==> src/rtl/mdu_sequencer.sv <==
// Iterative MULT/MULTU/DIV/DIVU sequencer that owns the HI/LO registers.
// Define MDU_EARLY_OUT_EN to let multiplies finish early once the multiplier is exhausted.
module mdu_sequencer #(
    parameter int WIDTH = 32
) (
    input  logic             clk,
    input  logic             rst_n,
    input  logic             start,
    input  logic [1:0]       funct,
    input  logic [WIDTH-1:0] a,
    input  logic [WIDTH-1:0] b,
    input  logic             hi_we,
    input  logic             lo_we,
    input  logic [WIDTH-1:0] wdata,
    output logic             busy,
    output logic             done,
    output logic             div_by_zero,
    output logic [WIDTH-1:0] hi,
    output logic [WIDTH-1:0] lo
);
    localparam int CW = $clog2(WIDTH);

    typedef enum logic [2:0] {IDLE, PREP, RUN, FIX, DONE} state_t;

    state_t             state;
    logic [1:0]         op;
    logic [WIDTH-1:0]   ra, rb;
    logic               neg_q, neg_r;
    logic [2*WIDTH-1:0] m, acc;
    logic [WIDTH-1:0]   y;
    logic [CW-1:0]      cnt;

    logic             sgn, sa, sb;
    logic [WIDTH-1:0] aa, ab;
    logic [WIDTH:0]   trial, sub;
    logic             ge;
    logic             run_last;

    assign sgn = ~op[0];
    assign sa  = sgn & ra[WIDTH-1];
    assign sb  = sgn & rb[WIDTH-1];
    assign aa  = sa ? -ra : ra;
    assign ab  = sb ? -rb : rb;

    // Restoring divide step: remainder (in acc) shifts in the next dividend bit.
    assign trial = {acc[WIDTH-1:0], y[WIDTH-1]};
    assign sub   = trial - {1'b0, m[WIDTH-1:0]};
    assign ge    = ~sub[WIDTH];

`ifdef MDU_EARLY_OUT_EN
    assign run_last = (cnt == '0) || (!op[1] && (y[WIDTH-1:1] == '0));
`else
    assign run_last = (cnt == '0);
`endif

    always_ff @(posedge clk or negedge rst_n) begin
        if (!rst_n) begin
            state       <= IDLE;
            busy        <= 1'b0;
            done        <= 1'b0;
            div_by_zero <= 1'b0;
            hi          <= '0;
            lo          <= '0;
            op          <= '0;
            ra          <= '0;
            rb          <= '0;
            neg_q       <= 1'b0;
            neg_r       <= 1'b0;
            m           <= '0;
            acc         <= '0;
            y           <= '0;
            cnt         <= '0;
        end else begin
            done        <= 1'b0;
            div_by_zero <= 1'b0;
            case (state)
                IDLE: begin
                    if (start) begin
                        ra    <= a;
                        rb    <= b;
                        op    <= funct;
                        busy  <= 1'b1;
                        state <= PREP;
                    end else begin
                        if (hi_we) hi <= wdata;
                        if (lo_we) lo <= wdata;
                    end
                end
                PREP: begin
                    neg_q <= sa ^ sb;
                    neg_r <= sa;
                    acc   <= '0;
                    cnt   <= CW'(WIDTH - 1);
                    if (op[1] && rb == '0) begin
                        hi          <= ra;
                        lo          <= '1;
                        div_by_zero <= 1'b1;
                        done        <= 1'b1;
                        state       <= DONE;
                    end else if (op[1]) begin
                        m     <= {{WIDTH{1'b0}}, ab};
                        y     <= aa;
                        state <= RUN;
                    end else begin
                        m     <= {{WIDTH{1'b0}}, aa};
                        y     <= ab;
                        state <= RUN;
                    end
                end
                RUN: begin
                    cnt <= cnt - 1'b1;
                    if (op[1]) begin
                        acc <= {{WIDTH{1'b0}},
                                ge ? sub[WIDTH-1:0] : trial[WIDTH-1:0]};
                        y   <= {y[WIDTH-2:0], ge};
                    end else begin
                        if (y[0]) acc <= acc + m;
                        m <= m << 1;
                        y <= y >> 1;
                    end
                    if (run_last) state <= FIX;
                end
                FIX: begin
                    if (op[1]) begin
                        lo <= neg_q ? -y : y;
                        hi <= neg_r ? -acc[WIDTH-1:0] : acc[WIDTH-1:0];
                    end else begin
                        {hi, lo} <= neg_q ? -acc : acc;
                    end
                    done  <= 1'b1;
                    state <= DONE;
                end
                DONE: begin
                    busy  <= 1'b0;
                    state <= IDLE;
                end
                default: state <= IDLE;
            endcase
        end
    end
endmodule
==> config.mk <==
export PLATFORM = sky130hd
export DESIGN_NAME = mdu_sequencer
export DESIGN_NICKNAME = d
export VERILOG_FILES = /design/src/rtl/mdu_sequencer.sv
export SDC_FILE = /design/constraint.sdc
export NUM_CORES = 1
export LEC_CHECK = 0
export CELL_PAD_IN_SITES_DETAIL_PLACEMENT = 1
export CELL_PAD_IN_SITES_GLOBAL_PLACEMENT = 1
export CORE_ASPECT_RATIO = 0.5
export CORE_MARGIN = 5
export CORE_UTILIZATION = 25
export DETAILED_ROUTE_END_ITERATION = 6
export DONT_BUFFER_PORTS = 1
export GPL_ROUTABILITY_DRIVEN = 0
export PLACE_DENSITY = 0.49
export SKIP_LAST_GASP = 1
export SLEW_MARGIN = 10
export SYNTH_ARGS = -nofsm -noshare
export SYNTH_HDL_FRONTEND = slang
export SYNTH_SLANG_ARGS = --single-unit
==> constraint.sdc <==
create_clock -name clk -period 4.9 [get_ports clk]
set_clock_uncertainty 0.15 [all_clocks]
set_input_delay 0.735 -clock clk [delete_from_list [all_inputs] [get_ports clk]]
set_output_delay 0.735 -clock clk [all_outputs]
set_load 0.005 [all_outputs]
; ---- Word level (Yosys, flattened, before mapping)
; Index checks and enable logic that the tools add are counted.
; Widths: inputs -> output; s select.
[totals]
ff_bits = 303
input_bits = 103
output_inout_bits = 67
word_cells = 93
[classes]
n_addsub = 8
eq_ne = 13
n_mux = 37
bitwise_logic = 5
reduce_logical = 15
[ops]
columns = operator, count
row1 = $mux 32, 17
row2 = $mux 64, 5
row3 = $pmux 64 s2, 2
row4 = $pmux 32 s3, 2
row5 = $neg 32->32, 4
row6 = $add 64x64->64, 1
row7 = $neg 64->64, 1
row8 = $pmux 32 s2, 1
row9 = $sub 33x32->33, 1
row10 = $logic_not 32->1, 1
row11 = $ne 2x2->1 const B, 8
row12 = $pmux 3 s4, 1
row13 = $pmux 5 s2, 1
row14 = $reduce_and 2->1, 5
row15 = $mux 3, 3
row16 = $reduce_and 4->1, 2
row17 = $eq 3x2->1 const B, 2
row18 = $logic_not 5->1, 1
row19 = $sub 5x1->5 const B, 1
row20 = $pmux 1 s2, 2
row21 = $reduce_bool 2->1, 2
row22 = $eq 3x1->1 const B, 1
row23 = $eq 3x3->1 const B, 1
row24 = $logic_not 3->1, 1
row25 = 8 further kinds, 12

; ---- Logic depth before layout (Yosys ltp)
[logic_depth]
depth_word = 6
depth_mapped = 15
depth_no_buf = 13

; ---- Worst setup path after synthesis
; Ideal clock, no wire load.
[synth_path]
path_type = register to register
from = reg acc[15]
to = reg acc[49]
setup_time_ps = 76
arrival_ps = 3433
required_ps = 4674
setup_slack_ps = 1240
stages_incl_launch_ff = 13
path_buffers = 1
synth_period_minus_slack_ps = 3660
path_cell_list = dfrtp_1 -> ha_1 -> clkbuf_1 -> nand4_1 -> or4_1 -> or4b_1 -> a41o_1 -> o31a_1 -> o31a_1 -> o31ai_1 -> a31oi_1 -> xor2_1 -> o21ai_1
[synth_between]
elab_chain_len = 4
[synth_lines]
columns = element, line_no
row1 = start: declaration, 29  ; logic [2*WIDTH-1:0] m, acc;
row2 = start signal: assignment, 113  ; acc <= {{WIDTH{1'b0}},
row3 = start signal: assignment, 117  ; if (y[0]) acc <= acc + m;
row4 = $add 64x64->64, 117
row5 = $mux 64, 117
row6 = $mux 64, 112  ; if (op[1]) begin
row7 = $pmux 64 s2, 76  ; case (state)
; Every way passes these cells. The select of a mux whose other input is x is not followed.
; A chain may end at the register's enable or synchronous reset.

; ---- Worst setup path after layout
[layout_path]
from = reg acc[0]
to = reg acc[54]
; Same word-level chain as after synthesis.

==> reports/metrics.yaml <==
place:
  port_buffers: 0
  dpl_worst_slack_ps: 320
  hpwlAfterDp_um: 83000
global_route:
  antenna_found_initial: 3
  grt.overflow.total: 0
  grt_usage: 0.206
  grt_pass1_wl_um: 157000
  grt_pass1_vias: 22431
  grt_start_max_net_pins: 304
power:
  leakagePower_nw: 10.8
  ir_drop_v: 0.000352
  pwr_density_cell_nw_per_um2: 834
critical_path:
  reg2reg_slack_ps: 380
  critical_path_class: "reg -> reg"
  rr_endpoint: "acc[54]$_DFFE_PN0P_"
  cp.arrival_ps: 4900
  rr_worst_depth: 13
  r2r-start: "acc[0]$_DFFE_PN0P_"
  crit_path_start_kind: "flop"
  required_ps: 5280
  end_kind: "flop"
  cp_max_fo: 7
logic_synthesis:
  synth_area_per_cell_um2: 8.14
  ys.flop_type: "dfrtp_1"
  synthAdderAreaFrac: 0.0554
  synth_nets: 3099
  synth_xor_area_frac: 0.0953
  ys_seq_area_frac: 0.322
  synth_edf_count: 0
  synth-simple-area-share: 0.169
  synth_top_family_by_area: "compound AO/OA/AOI/OAI gates"
  ys_ff_latch: 303
  synthMuxAreaShare: 0.0400
  yosysWarnings: 0
  synthArstFlopShare: 1.00
  syn_inst: 2893
  synth_area_um2: 23500
  ys_types: 81
  synth_compound_area_frac: 0.273
outcome:
  outcome: "finished, violations left"
  failed_checks: "negative hold slack"
timing:
  hold-worst-slack_ps: -217
  setup_viol: 0
  layout_setup_ws_ps: 383
  period_minus_slack_ps: 4520
  slew_violations: 0
  worst_pin_slew_ps: 1180
  finalCritPeriodShare: 0.922
  rsz0062_at_grt: "false"
  hold_violations: 303
  max_freq_mhz: 221
  final.setup.tns_ps: 0
  slew_headroom: 0.212
job:
  max_cap_violations: 0
layout:
  area_delta_synth_final_pct: 11.5
  multiInputGateArea_um2: 14900
  ff_latch_area_um2: 7590
  final_cell_mix: "nand2_1, dfrtp_1, o21ai_0, a21oi_1, nor2_1"
  layout_commonest_cell: "nand2_1"
  drive_gt1_frac: 0.0856
  final_util: 0.281
  nets: 3017
  fillers: 11015
route:
  antenna_left: 0
  routed_wl_um: 108000
  drt_pre_antenna_iters: 5
  first_iter_violations: 1621
  wl_per_cell_um: 26.3
  viasPerCell: 5.43
  drc: 0
  vias: 22250
floorplan:
  rows: 79
  die_area_um2: 101000
  die_w_um: 444
  start_util: 0.253
  core-area_um2: 93200
  fp.dieH_um: 227
  num_io_pins: 170
clocking:
  clkLatencyLatePin_ps: 600
  clockBufferDepth: 3
  numCtsBuffers: 38
  clk_pin_slew_worst_paths_ps: 70
  cts_setup_buffers: 0
  h-tree-depth: 2
  clkSinkCount: 303
  clock_tree.root_cell: "clkbuf_16"
  cts_resized: 0
  cts_tree: "built"
worst_hold_path:
  hp-class: "in -> async"
## synth_stat cells (38+ instances only)
library cell	n	area (um2)
clkbuf_1	170	638
nand2_1	326	1220
xor2_1	122	1070
mux2_2	62	698
xnor2_1	134	1170
a21oi_1	248	1240
a31oi_1	40	250
nor2_1	234	878
a22o_1	38	333
dfrtp_1	303	7580
nand3_1	39	195
inv_1	71	267
ha_1	101	1260
nor3_1	47	235
o21ai_0	267	1340
a211oi_1	79	593
a21o_1	60	450
o31ai_1	50	375
## worst max-delay path: stages (launching register included)
cell       delay (ps)
dfrtp_1           470
ha_1              250
inv_1              70
fa_1              390
nand2b_1          180
a21oi_1           230
o21ai_0           370
a211o_1           420
a211oi_1          510
o211ai_1          300
a2111oi_0         460
nor2b_1           130
or4_1             410
nand3_1           100
## power by group
| group | internal, mW | switching (mW) | leakage, nW | total (mW) |
|---|---|---|---|---|
| Sequential | 3.49 | 1.51 | 3.74 | 5.00 |
| Clock | 1.63 | 1.32 | 0.605 | 2.95 |
| Combinational | 4.75 | 9.19 | 6.48 | 13.9 |
## routing by layer
layer | vias up | share of wire | wire length (um) | global-route usage
met1 | 11268 | 0.48 | 52000 | 0.295
met2 | 499 | 0.43 | 46800 | 0.318
met5 | - | 0 | 0 | 0
met4 | 0 | 0.023 | 2500 | 0.0490
li1 | 10384 | - | - | -
met3 | 99 | 0.060 | 6520 | 0.0460
## area by class of cell
type | count | share of cell area
Timing Repair Buffer | 80 | 0.0248
Clock inverter | 12 | 0.00386
Clock buffer | 56 | 0.0434
Inverter | 71 | 0.0102
Antenna cell | 2 | 0.000191
Multi-Input combinational cell | 2317 | 0.569
Sequential cell | 303 | 0.289
Tap cell | 1255 | 0.0598
## how the worst max path moves through the flow
stage	start	to	depth (start not counted)
2_1_floorplan	acc[15]$_DFFE_PN0P_	acc[49]$_DFFE_PN0P_	12
3_3_place_gp	acc[6]$_DFFE_PN0P_	acc[20]$_DFFE_PN0P_	11
3_5_place_dp	acc[6]$_DFFE_PN0P_	acc[20]$_DFFE_PN0P_	11
4_1_cts	acc[6]$_DFFE_PN0P_	acc[23]$_DFFE_PN0P_	11
5_1_grt	acc[6]$_DFFE_PN0P_	acc[5]$_DFFE_PN0P_	13
6_report	acc[0]$_DFFE_PN0P_	acc[54]$_DFFE_PN0P_	13
## through the flow
step                      instances  total power, mW  area (um2)
final                          4096             21.9       26200
after global routing           4094             23.3       26200
after CTS                      4093             21.8       26200
after detailed placement       4025             18.7       25000
after global placement         4025             18.6       25000
after floorplan                2893             13.4       23500
## sequential cells by signal (all words and copies together) (netlist names)
register,count
state,3
hi,32
lo,32
cnt,5
m,64
ra,32
busy,1
rb,32
op,2
acc,64
y,32
neg_r,1
neg_q,1
done,1
div_by_zero,1
## cells by family (layout without fill, tap and decap cells)
kind of cell / after synthesis / in the layout
XOR/XNOR: 256 / 256
adder cells (fa/ha/maj): 103 / 103
flip-flops: 303 / 303
buffers and inverters: 273 / 219
AO/OA/AOI/OAI: 1014 / 1014
AND/OR/NAND/NOR: 859 / 859
multiplexers: 85 / 85
other: 0 / 2
No activity file was read; power rests on OpenSTA's default activity.
